## src/rtl/dcm_multi.sv

```systemverilog
// Multi-channel programmable clock divider: each channel produces a 50%-duty divided
// clock plus a rise-aligned tick, with ratio changes deferred to the end of a full period.
module dcm_multi #(
    parameter int NUM_CH     = 2,
    parameter int BASE_COUNT = 5_000_000,
    parameter int CW         = 32,
    parameter int CHW        = 1
) (
    input  logic                  clock,
    input  logic                  reset,
    input  logic                  update,
    input  logic [CHW-1:0]        update_ch,
    input  logic [2:0]            prog_in,
    input  logic [NUM_CH-1:0]     enable,
    output logic [NUM_CH-1:0]     clk_out,
    output logic [NUM_CH-1:0]     tick,
    output logic [3*NUM_CH-1:0]   prog_out,
    output logic [NUM_CH-1:0]     pending
);

    logic [NUM_CH-1:0][CW-1:0] cnt_q, cnt_d;
    logic [NUM_CH-1:0]         clkOut_q, clkOut_d;
    logic [NUM_CH-1:0]         tick_q, tick_d;
    logic [NUM_CH-1:0][2:0]    applied_q, applied_d;
    logic [NUM_CH-1:0][2:0]    pendCode_q, pendCode_d;
    logic [NUM_CH-1:0]         pending_q, pending_d;

    function automatic logic [CW-1:0] halfPeriod(input logic [2:0] code);
        logic [CW-1:0] base;
        logic [CW-1:0] mult;
        base = CW'(BASE_COUNT);
        case (code)
            3'd0:    mult = CW'(1);
            3'd1:    mult = CW'(2);
            3'd2:    mult = CW'(4);
            3'd3:    mult = CW'(10);
            3'd4:    mult = CW'(16);
            3'd5:    mult = CW'(32);
            3'd6:    mult = CW'(64);
            default: mult = CW'(128);
        endcase
        return base * mult;
    endfunction

    // The apply boundary is the wrap that drives clk_out low, so a new ratio always
    // starts on a fresh low phase and never produces a runt pulse.
    always_comb begin
        logic          hit;
        logic [CW-1:0] lastCnt;
        cnt_d      = cnt_q;
        clkOut_d   = clkOut_q;
        tick_d     = '0;
        applied_d  = applied_q;
        pendCode_d = pendCode_q;
        pending_d  = pending_q;
        for (int i = 0; i < NUM_CH; i++) begin
            hit     = update && (32'(update_ch) == i);
            lastCnt = halfPeriod(applied_q[i]) - CW'(1);
            if (!enable[i]) begin
                cnt_d[i]    = '0;
                clkOut_d[i] = 1'b0;
                if (hit) begin
                    applied_d[i] = prog_in;
                    pending_d[i] = 1'b0;
                end else if (pending_q[i]) begin
                    applied_d[i] = pendCode_q[i];
                    pending_d[i] = 1'b0;
                end
            end else if (cnt_q[i] == lastCnt) begin
                cnt_d[i]    = '0;
                clkOut_d[i] = ~clkOut_q[i];
                tick_d[i]   = ~clkOut_q[i];
                if (clkOut_q[i]) begin
                    if (hit) begin
                        applied_d[i] = prog_in;
                        pending_d[i] = 1'b0;
                    end else if (pending_q[i]) begin
                        applied_d[i] = pendCode_q[i];
                        pending_d[i] = 1'b0;
                    end
                end else if (hit) begin
                    pendCode_d[i] = prog_in;
                    pending_d[i]  = 1'b1;
                end
            end else begin
                cnt_d[i] = cnt_q[i] + CW'(1);
                if (hit) begin
                    pendCode_d[i] = prog_in;
                    pending_d[i]  = 1'b1;
                end
            end
        end
    end

    always_ff @(posedge clock or negedge reset) begin
        if (!reset) begin
            cnt_q      <= '0;
            clkOut_q   <= '0;
            tick_q     <= '0;
            applied_q  <= '0;
            pendCode_q <= '0;
            pending_q  <= '0;
        end else begin
            cnt_q      <= cnt_d;
            clkOut_q   <= clkOut_d;
            tick_q     <= tick_d;
            applied_q  <= applied_d;
            pendCode_q <= pendCode_d;
            pending_q  <= pending_d;
        end
    end

    assign clk_out  = clkOut_q;
    assign tick     = tick_q;
    assign prog_out = applied_q;
    assign pending  = pending_q;

endmodule

```

## config.mk

```make
export PLATFORM = sky130hd
export DESIGN_NAME = dcm_multi
export DESIGN_NICKNAME = d
export VERILOG_FILES = /design/src/rtl/dcm_multi.sv
export SDC_FILE = /design/constraint.sdc
export NUM_CORES = 1
export LEC_CHECK = 0
export CAP_MARGIN = 0
export CORE_MARGIN = 4
export CORE_UTILIZATION = 60
export DETAILED_ROUTE_END_ITERATION = 8
export GPL_TIMING_DRIVEN = 0
export HOLD_SLACK_MARGIN = 0.1
export PLACE_DENSITY = 0.82
export SETUP_SLACK_MARGIN = 0.5
export SYNTH_ARGS = -nofsm -noshare
export SYNTH_HDL_FRONTEND = slang
export SYNTH_SLANG_ARGS = --single-unit
export TNS_END_PERCENT = 50
```

## constraint.sdc

```tcl
create_clock -name clock -period 7.34 [get_ports clock]
set_input_delay 1.468 -clock clock [delete_from_list [all_inputs] [get_ports clock]]
set_output_delay 1.468 -clock clock [all_outputs]
set_load 0.02 [all_outputs]
```

==> summary.md, run 1 <==
| Metric | Value |
|---|---|
| Outcome | `finished clean` |
| Max transition margin | `0.3738` |
| Clock transition at path regs | `roughly 70 ps` |
| Max Cap Viol | `0` |
| Drt first pass iters | `6` |
| Worst Path Required | `7580 ps` |
| Hold Slack | `just under 500 ps` |
| #FFs+latches synth | `between 80 and 90` |
| Total Nets Final | `roughly 1300` |
| Largest net degree at the start of global routing | `69` |
| Max Freq | `between 100 and 150 MHz` |
| IO buf count | `20` |
| Post-Synthesis Cells | `around 1100` |
| Register area share after synthesis | `0.2105` |
| Clk buf depth | `2` |
| Crit path capture type | `flip-flop` |
| Total die area | `between 15000 and 20000 sq um` |
| Clock skew | `about 9.9 ps` |
| Num rows | `46` |
| Global placer's final weighted congestion | `about 0.95` |
| Critical Path Max Stage Delay | `around 530 ps` |
| Cell variety after synth | `88` |
| CP max stage cell | `fa_1` |
| Hold crit path type | `flip-flop to flip-flop` |
| DIE WIDTH | `roughly 140 um` |
| Post-DP Area | `10260 sq um` |
| Post-route ant nets | `0` |
| CP top delay family | `simple AND/OR/NAND/NOR gates` |
| Worst VDD drop | `0.1868 mV` |
| WP buf/inv | `3` |
| Io pins | `21` |
| DRC violations left | `0` |
| Synth Warn # | `0` |
| Post-Route WL | `25.14 mm` |
| RSZ-0062 raised after global routing | `no` |
| Number of global-route vias before repair | `8392` |
| Worst path arrival time | `~6900 ps` |
| Final hold vios | `0` |
| Root Buffer | `clkbuf_16` |
| DR vias | `8784` |
| # diodes | `0` |
| All-Layer GR Usage | `0.2719` |
| CTS Hold Bufs | `0` |
| Max Slew Vio Count | `0` |
| Place WS | `-562.4 ps` |
| Kind of critical path | `flip-flop to flip-flop` |
| TritonCTS clock tree | `yes` |
| Total power | `approximately 3.6 mW` |
| Global route overflow | `0` |
| Pleak | `between 5 and 6 nW` |
| Initial antenna violation count | `0` |
| Clock Latency Late Sink | `approximately 350 ps` |
| Main synth FF type | `dfrtp_1` |
| Fin area | `11040 sq um` |
| Iter 0 DRT Violations | `777` |
| Fraction of registers with async set/reset | `1.000` |
| Min cycle time layout | `between 6000 and 7000 ps` |
| Routed length per instance | `17.98 um` |
| Pwr Density | `roughly 320 nW/um^2` |
| Crit path launch type | `flip-flop` |
| Layout cells sized above 1 | `0.1125` |
| First-pass GRT wire length | `40.33 mm` |
| Die height | `135.5 um` |
| Post-synth EDFFs | `0` |
| Worst setup margin | `between 600 and 700 ps` |
| Core area | `15890 sq um` |
| Initial Utilization | `0.6137` |
| Mean Syn Cell Area | `around 8.7 sq um` |
| Crit-path cells | `clkbuf_4 -> clkinvlp_4 -> buf_4 -> and3_2 -> ha_4 -> ha_1 -> fa_1 -> fa_1 -> ha_1 -> a211o_1 -> and3_1 -> or3_4 -> or3_4 -> or3_4 -> a221o_1 -> nor3_4 -> or2_4 -> nand4_1 -> or4_4 -> and3_4` |
| CTS Buf Count | `9` |
| Setup violators final | `0` |
| Max FO, Critical Path | `8` |
| Routed vias/inst | `6.283` |
| Number of H-tree levels | `3` |
| Period utilisation layout | `0.9088` |
| Clock sink total | `slightly above 80` |
| Worst Tran Pin Value | `a little over 900 ps` |
| Most frequent CP cell | `or3_4` |
| DP HPWL | `about 19 mm` |
| Synthesized cell area | `around 10000 sq um` |
| Area grow syn2layout | `13.23%` |
[area by class of cell]
| type | instances | area, sq um |
|---|---|---|
| clock buffers | 11 | 242.7 |
| clock inverters | 5 | 63.81 |
| inverters | 52 | 201.4 |
| fillers | 1229 | 4846 |
| flip-flops and latches | 82 | 2056 |
| repair buffers | 35 | 334.1 |
| plain buffers | 39 | 231.5 |
| multi-input cells | 958 | 7640 |
| well taps | 216 | 270.3 |
[layout by cell type (no fill, tap or decap), types with 6 or more instances in the layout]
master / Yosys / layout
nor2_1: 130 / 127
o21a_1: 12 / 11
xnor2_1: 58 / 58
o31ai_1: 8 / 8
and4_1: 6 / 6
or2_2: 11 / 11
nor3_1: 30 / 26
nor4_1: 7 / 6
nand4b_1: 7 / 7
xor2_1: 66 / 65
clkbuf_4: 0 / 8
o21ai_0: 27 / 24
conb_1: 2 / 7
fa_1: 27 / 27
nand4_1: 23 / 23
and2_1: 21 / 19
clkdlybuf4s50_1: 0 / 19
and3_1: 26 / 24
o22a_1: 8 / 8
nand2b_1: 14 / 14
clkbuf_1: 31 / 18
nand3b_1: 10 / 10
a211oi_1: 11 / 8
a21oi_1: 39 / 35
nor2b_1: 17 / 15
buf_4: 0 / 18
nand2_1: 60 / 59
or3_1: 13 / 12
a211o_1: 10 / 10
nor3b_1: 9 / 7
o21ai_1: 5 / 6
o211ai_1: 8 / 8
clkbuf_16: 0 / 9
a21o_1: 9 / 9
or4_1: 10 / 9
nand3_1: 42 / 42
inv_1: 52 / 49
ha_1: 129 / 126
dfrtp_1: 82 / 79
[synth_stat cells (5+ instances only)]
library cell	number	share of area
or4_1	10	0.0077
o21ai_0	27	0.014
o21a_1	12	0.0092
a21o_1	9	0.0069
o22a_1	8	0.0072
nand2b_1	14	0.0090
inv_1	52	0.020
ha_1	129	0.17
or3_1	13	0.0083
o211a_1	5	0.0051
o31ai_1	8	0.0062
and4_1	6	0.0054
a21boi_0	5	0.0039
xor2_1	66	0.059
clkbuf_1	31	0.012
buf_2	6	0.0031
nor4_1	7	0.0045
fa_1	27	0.055
xnor2_1	58	0.052
a211oi_1	11	0.0085
a211o_1	10	0.0090
nand4b_1	7	0.0063
and3_1	26	0.017
nand4_1	23	0.015
o22ai_1	7	0.0045
nor3b_1	9	0.0069
a21oi_1	39	0.020
nor3_1	30	0.015
and2_1	21	0.013
nand3_1	42	0.022
or2_2	11	0.0071
nor2_1	130	0.050
o211ai_1	8	0.0062
nor2b_1	17	0.011
o21ai_1	5	0.0026
nand3b_1	10	0.0077
nand2_1	60	0.023
dfrtp_1	82	0.21
[power breakdown]
part	internal, mW	total, mW	switching, mW
registers	0.469	0.484	0.0146
clock network	0.275	0.472	0.197
logic	1.06	2.62	1.56
[worst paths after layout]
kind / from / to / slack, ps / cells past startpoint
max in group asynchronous: reset / cnt_q[49] / 5730 / 2
max: prog_out[5] / cnt_q[33] / 670 / 20
max reg2reg: prog_out[5] / cnt_q[33] / 670 / 20
min reg2reg: cnt_q[32] / cnt_q[32] / 490 / 1
min in group asynchronous: reset / prog_out[5] / 980 / 1
min: cnt_q[32] / cnt_q[32] / 490 / 1
[stage by stage]
stage | util | setup TNS (ps) | instances
finish | 0.6949 | 0 | 1398
detailed placement | 0.6461 | -30720 | 1368
global placement | 0.6445 | -20790 | 1367
global route | 0.6949 | 0 | 1398
CTS | 0.6777 | 0 | 1393
floorplan | - | 0 | 1131
[cells by family after synthesis]
kind of cell | synth area share
AOI/OAI and AO/OA | 0.1552
adders and majority gates | 0.2210
DFF | 0.2105
muxes | 0.01116
and+or+nand+nor | 0.2465
xor gates and xnor gates | 0.1183
buffers and inverters | 0.03658
other | 0.0007703
[routing by layer]
| layer | share of wire | up-vias | global-route usage |
|---|---|---|---|
| li1 | - | 4178 | - |
| met1 | 0.46 | 4236 | 0.3929 |
| met2 | 0.45 | 320 | 0.4284 |
| met3 | 0.065 | 50 | 0.03678 |
| met4 | 0.022 | 0 | 0.07839 |
| met5 | 0 | - | 0 |
[sequential cells by signal (all words and copies together) (netlist names)]
register	flops
tick	2
prog_out	6
cnt_q	64
pending	2
pendCode_q	6
clk_out	2
[what timing repair did]
action | 4_1_cts | 5_1_grt
pin swaps | 9 | 17
setup buffers | 9 | 5
cloned | 0 | 0
gates resized for setup | 41 | 72
endpoints found under the setup margin | 82 | 80
No activity file was read; power rests on OpenSTA's default activity.
==> run 2: changes to the inputs <==
Clock period 7.34 ns to 7.76 ns, I/O delays scaled along.
==> run 2 against run 1 <==
Critical path depth rose by 1; combinational power is 11% lower; first-iteration DRC count is 5.3% higher; fmax down 6.3%; setup slack got worse by 28 ps; core utilization fell by 1.8 points; clock-buffer cell count unchanged; global-route usage shrank 0.23 points; critical endpoint is now pendCode_q[3].
==> summary.md, run 2 (synthesis gave the netlist of run 1 again) <==
| Metric | Value |
|---|---|
| Total Nets Final | `approximately 1300` |
| Hold Slack | `a little under 500 ps` |
| Clock transition at path regs | `roughly 60 ps` |
| TritonCTS clock tree | `yes` |
| Pleak | `~5.1 nW` |
| DR vias | `8670` |
| Global placer's final weighted congestion | `~0.95` |
| Post-Route WL | `roughly 25 mm` |
| Num rows | `between 40 and 50` |
| # diodes | `0` |
| Root Buffer | `clkbuf_16` |
| Total die area | `18350 sq um` |
| Io pins | `21` |
| Clk buf depth | `2` |
| Iter 0 DRT Violations | `approximately 800` |
| Max Freq | `between 100 and 150 MHz` |
| DIE WIDTH | `135.5 um` |
| IO buf count | `20` |
| Die height | `135.5 um` |
| DP HPWL | `19.24 mm` |
| Filler cells | `1272` |
| First-pass GRT wire length | `approximately 40 mm` |
| Max reg flops | `64` |
| Worst flop-to-flop path endpoint | `pendCode_q[3]` |
| Most frequent cells in the layout | `ha_1, nor2_1, dfrtp_1` |
| Initial antenna violation count | `0` |
| Min cycle time layout | `between 7000 and 8000 ps` |
| Routed length per instance | `17.70 um` |
| Initial Utilization | `0.6137` |
| Max FO, Critical Path | `8` |
| RSZ-0062 raised after global routing | `yes` |
| Drt first pass iters | `5` |
| Clock skew | `between 7 and 8 ps` |
| Worst setup margin | `~640 ps` |
| Worst VDD drop | `about 0.16 mV` |
| Pwr Density | `between 300 and 400 nW/um^2` |
| Most common cell after layout, fill and taps aside | `ha_1` |
| All-Layer GR Usage | `0.2696` |
| FF+latch area | `roughly 2100 sq um` |
| Hold path startpoint | `cnt_q[32]` |
| CTS Buf Count | `9` |
| Global route overflow | `0` |
| Post-route ant nets | `0` |
| Crit path launch type | `flip-flop` |
| Worst Path Required | `about 8000 ps` |
| Worst path arrival time | `approximately 7400 ps` |
| Number of global-route vias before repair | `8315` |
| Area grow syn2layout | `10.37%` |
| Place WS | `-142.4 ps` |
| Largest net degree at the start of global routing | `a little under 70` |
| Hold depth | `1` |
| Worst r2r src | `prog_out[5]` |
| Clock Latency Late Sink | `350 ps` |
| Most flop-heavy register | `cnt_q` |
| Crit path capture type | `flip-flop` |
| FF-to-FF setup slack | `approximately 640 ps` |
| CTS Hold Bufs | `0` |
| Worst hold endpoint | `cnt_q[32]` |
| Setup TNS | `0 ps` |
| Kind of critical path | `flip-flop to flip-flop` |
| Max transition margin | `0.2037` |
| Multi-input gate area | `7455 sq um` |
| Number of H-tree levels | `3` |
| Setup violators final | `0` |
| Worst Tran Pin Value | `about 1200 ps` |
| Routed vias/inst | `between 6 and 7` |
| DRC violations left | `0` |
| Max Cap Viol | `0` |
| Max Slew Vio Count | `0` |
| Period utilisation layout | `0.9173` |
| Layout cells sized above 1 | `0.08326` |
| R2R depth | `21` |
| Hold crit path type | `flip-flop to flip-flop` |
| Final hold vios | `0` |
| Core area | `~16000 sq um` |
| Clock sink total | `82` |
| Outcome | `finished clean` |
[run 2: changes by cell type in the layout (fill, tap and decap cells not counted), sizes merged]
cell / delta
clkbuf: -1
buf: -4
[run 2: metrics by stage]
| step | area (sq um) | util | std cells | power (mW) |
|---|---|---|---|---|
| 2_1_floorplan | 9768 | - | 1131 | 2.180 |
| 3_3_place_gp | 10240 | 0.6445 | 1367 | 2.597 |
| 3_5_place_dp | 10260 | 0.6461 | 1368 | 2.668 |
| 4_1_cts | 10630 | 0.6690 | 1387 | 3.146 |
| 5_1_grt | 10760 | 0.6774 | 1393 | 3.496 |
| 6_report | 10760 | 0.6774 | 1393 | 3.228 |
[run 2: routing by layer]
metal  wire (um)  up-vias  global-route usage
li1            -     4177                   -
met5           0        -                   0
met1       11520     4177              0.3941
met3        1412       42             0.03306
met2       11260      274              0.4228
met4         466        0             0.07615
[run 2: where the power goes]
| group | switching [mW] | internal [mW] | total [mW] |
|---|---|---|---|
| Combinational | 1.40 | 0.923 | 2.32 |
| Clock | 0.185 | 0.260 | 0.445 |
| Sequential | 0.0191 | 0.443 | 0.463 |
| Total | 1.60 | 1.63 | 3.23 |
[run 2: how the worst max path moves through the flow]
stage / from / endpoint
4_1_cts: prog_out[2] / pendCode_q[0]
3_5_place_dp: prog_out[3] / pendCode_q[5]
3_3_place_gp: prog_out[3] / pendCode_q[4]
2_1_floorplan: prog_out[3] / pendCode_q[3]
5_1_grt: prog_out[5] / prog_out[4]
6_report: prog_out[5] / pendCode_q[3]
[run 2: worst max-delay path, stage by stage, from the launching register on]
cell        delay [ps]
dfrtp_1            360
clkbuf_1           390
clkinvlp_4         300
buf_4              220
and3_1             300
ha_1               390
ha_1               310
fa_1               530
fa_1               520
ha_1               350
a211o_1            370
and3_1             170
or3_1              390
or3_4              440
or3_4              410
a221o_1            320
nor3_4             200
o21ai_2            100
o41ai_4            370
buf_6              190
nor2_4              50
mux2_4             300
[run 2: timing repair]
action                     in CTS  in global routing
buffers inserted                3                  5
setup endpoints to repair      82                 82
pin swaps                       2                  6
resized for setup              15                 32
[run 2: layout make-up]
cell class / instances / area share
tap: 216 / 0.02512
buffer: 39 / 0.01686
sequential: 82 / 0.1909
clock buffer: 11 / 0.02256
inverter: 52 / 0.01849
clock inverter: 5 / 0.005930
timing repair buffer: 30 / 0.02733
multi-input combinational: 958 / 0.6928
==> run 3: changes to the inputs <==
Settings changed: CORE_MARGIN 4 to 3, GPL_ROUTABILITY_DRIVEN set to 0.
==> run 3 against run 2 <==
Critical path depth increased by 6; non-clock buffer count unchanged; register-to-register slack improved by 80 ps; clock skew about the same; sequential cell count unchanged; highest routed layer unchanged; setup slack improved by 76 ps; clock-buffer cell count decreased by 1; largest power group unchanged.
==> summary.md, run 3 (synthesis gave the netlist of run 1 again) <==
| Metric | Value |
|---|---|
| Worst Tran Pin Value | `1128 ps` |
| CTS Hold Bufs | `0` |
| Clock skew | `7.253 ps` |
| Hold crit path type | `flip-flop to flip-flop` |
| Io pins | `21` |
| Clk buf depth | `2` |
| RSZ-0062 raised after global routing | `yes` |
| Worst hold endpoint | `cnt_q[0]` |
| Crit path launch type | `flip-flop` |
| First-pass GRT wire length | `40.30 mm` |
| Worst setup margin | `717.4 ps` |
| Logic pwr share | `0.725` |
| Outcome | `finished clean` |
| Placed cell count | `around 1400` |
| Clock sink total | `82` |
| Die height | `between 100 and 150 um` |
| Total die area | `between 15000 and 20000 sq um` |
| Initial antenna violation count | `0` |
| Number of H-tree levels | `3` |
| CTS Buf Count | `9` |
| DP HPWL | `18.86 mm` |
| Final non-filler cell total | `~1400` |
| Max FO, Critical Path | `10` |
| Num rows | `45` |
| Most common cell after layout, fill and taps aside | `ha_1` |
| Sw Share | `0.5007` |
| Psw | `around 1.6 mW` |
| Max Cap Viol | `0` |
| Min cycle time layout | `7043 ps` |
| Pleak | `about 5.0 nW` |
| Worst VDD drop | `0.1677 mV` |
| Root Buffer | `clkbuf_16` |
| Total power | `3.257 mW` |
| Total Nets Final | `between 1000 and 1500` |
| Max reg flops | `64` |
| Place WS | `-136.6 ps` |
| Worst flop-to-flop path endpoint | `pendCode_q[5]` |
| Drt first pass iters | `5` |
| All-Layer GR Usage | `0.2757` |
| Worst Path Required | `between 7000 and 8000 ps` |
| Most frequent cells in the layout | `ha_1, nor2_1, dfrtp_1` |
| Max Slew Vio Count | `0` |
| Cell Int Power | `approximately 1.6 mW` |
| Hold depth | `1` |
| Period utilisation layout | `0.9076` |
| DR vias | `roughly 8700` |
| Global route overflow | `0` |
| FF-to-FF setup slack | `720 ps` |
| Routed vias/inst | `between 6 and 7` |
| Most flop-heavy register | `cnt_q` |
| Crit path capture type | `flip-flop` |
| Number of global-route vias before repair | `a little over 8000` |
| Clk pwr share | `0.133` |
| Initial Utilization | `0.6274` |
| Reg power frac | `0.142` |
| Post-Route WL | `~25 mm` |
| Layout cells sized above 1 | `0.08666` |
| Largest net degree at the start of global routing | `69` |
| # diodes | `0` |
| Worst r2r src | `prog_out[3]` |
| Filler cells | `1222` |
| DRC violations left | `0` |
| Post-route ant nets | `0` |
| R2R depth | `27` |
| Clock transition at path regs | `~60 ps` |
| Iter 0 DRT Violations | `about 1000` |
| Routed length per instance | `approximately 18 um` |
| Hold path startpoint | `cnt_q[0]` |
| Max transition margin | `0.2420` |
| Clock Latency Late Sink | `350 ps` |
| TritonCTS clock tree | `yes` |
| Kind of critical path | `flip-flop to flip-flop` |
| Setup violators final | `0` |
| Area grow syn2layout | `10.33%` |
| IO buf count | `20` |
| DIE WIDTH | `approximately 130 um` |
| Final hold vios | `0` |
| Pwr Density | `approximately 300 nW/um^2` |
| Max Freq | `around 140 MHz` |
| Core area | `between 15000 and 20000 sq um` |
| Worst path arrival time | `7280 ps` |
[run 3: changes by cell type in the layout (fill, tap and decap cells not counted), sizes merged]
cell    before  now
inv         51   53
clkbuf      38   37
clkinv       3    2
[run 3: cell type report]
class,instances,area [sq um],share of cell area
multi-input combinational,958,7468,0.6943
sequential,82,2054,0.1910
timing repair buffer,30,294.0,0.02734
tap,211,264.0,0.02454
clock buffer,10,229.0,0.02129
inverter,52,198.9,0.01849
buffer,39,182.7,0.01698
clock inverter,6,65.06,0.006049
[run 3: per-stage QoR]
step / TNS (ps) / cell area [sq um] / hold slack [ps] / utilization
after detailed placement: -1050 / 10260 / 485.1 / 0.6601
after floorplan: 0 / 9768 / 454.9 / -
final: 0 / 10760 / 502.1 / 0.6922
after global routing: 0 / 10760 / 524.2 / 0.6922
after global placement: -118.2 / 10230 / 480.7 / 0.6585
after CTS: 0 / 10600 / 502.6 / 0.6823
[run 3: how the worst max path moves through the flow]
stage / from / end / slack [ps] / cells past startpoint
finish: prog_out[3] / pendCode_q[5] / 720 / 27
global route: prog_out[5] / cnt_q[55] / 460 / 24
CTS: prog_out[2] / pendCode_q[2] / 490 / 24
detailed placement: prog_out[3] / pendCode_q[4] / -140 / 26
global placement: prog_out[3] / pendCode_q[4] / -40 / 26
floorplan: prog_out[3] / pendCode_q[3] / 950 / 26
[run 3: worst max-delay path: stages (launching register included)]
cell,delay [ps]
dfrtp_2,440
buf_4,180
buf_4,200
inv_2,110
nand2_2,90
nor2_4,130
inv_1,50
ha_1,230
and2_0,170
o21ai_1,140
xnor2_1,170
ha_1,300
fa_1,560
fa_1,440
ha_1,300
buf_2,180
nor2b_1,150
a221o_1,330
or3_1,350
or3_4,430
or3_4,410
a221o_1,310
nor3_2,220
o21ai_2,100
o41ai_4,370
buf_6,180
nor2_2,70
mux2_4,300
[run 3: power by group through the flow]
stage	Sequential [mW]	Combinational, mW	Clock [mW]
global route	0.465	2.58	0.462
floorplan	0.472	1.71	0
CTS	0.462	2.23	0.441
finish	0.463	2.36	0.433
global placement	0.468	2.13	0
detailed placement	0.469	2.20	0
[run 3: per-layer routing]
metal,GRT usage,part of all wire,up-vias
met3,0.04154,0.069,36
met4,0.06857,0.012,0
met2,0.4264,0.45,318
met5,0,0,-
li1,-,-,4172
met1,0.4072,0.47,4131
[run 3: what timing repair did]
action	in CTS	in global routing
setup endpoints to repair	82	82
resized for setup	15	36
setup buffers	3	5
hold endpoints to repair	0	0
pin swaps	2	4
cloned	0	0
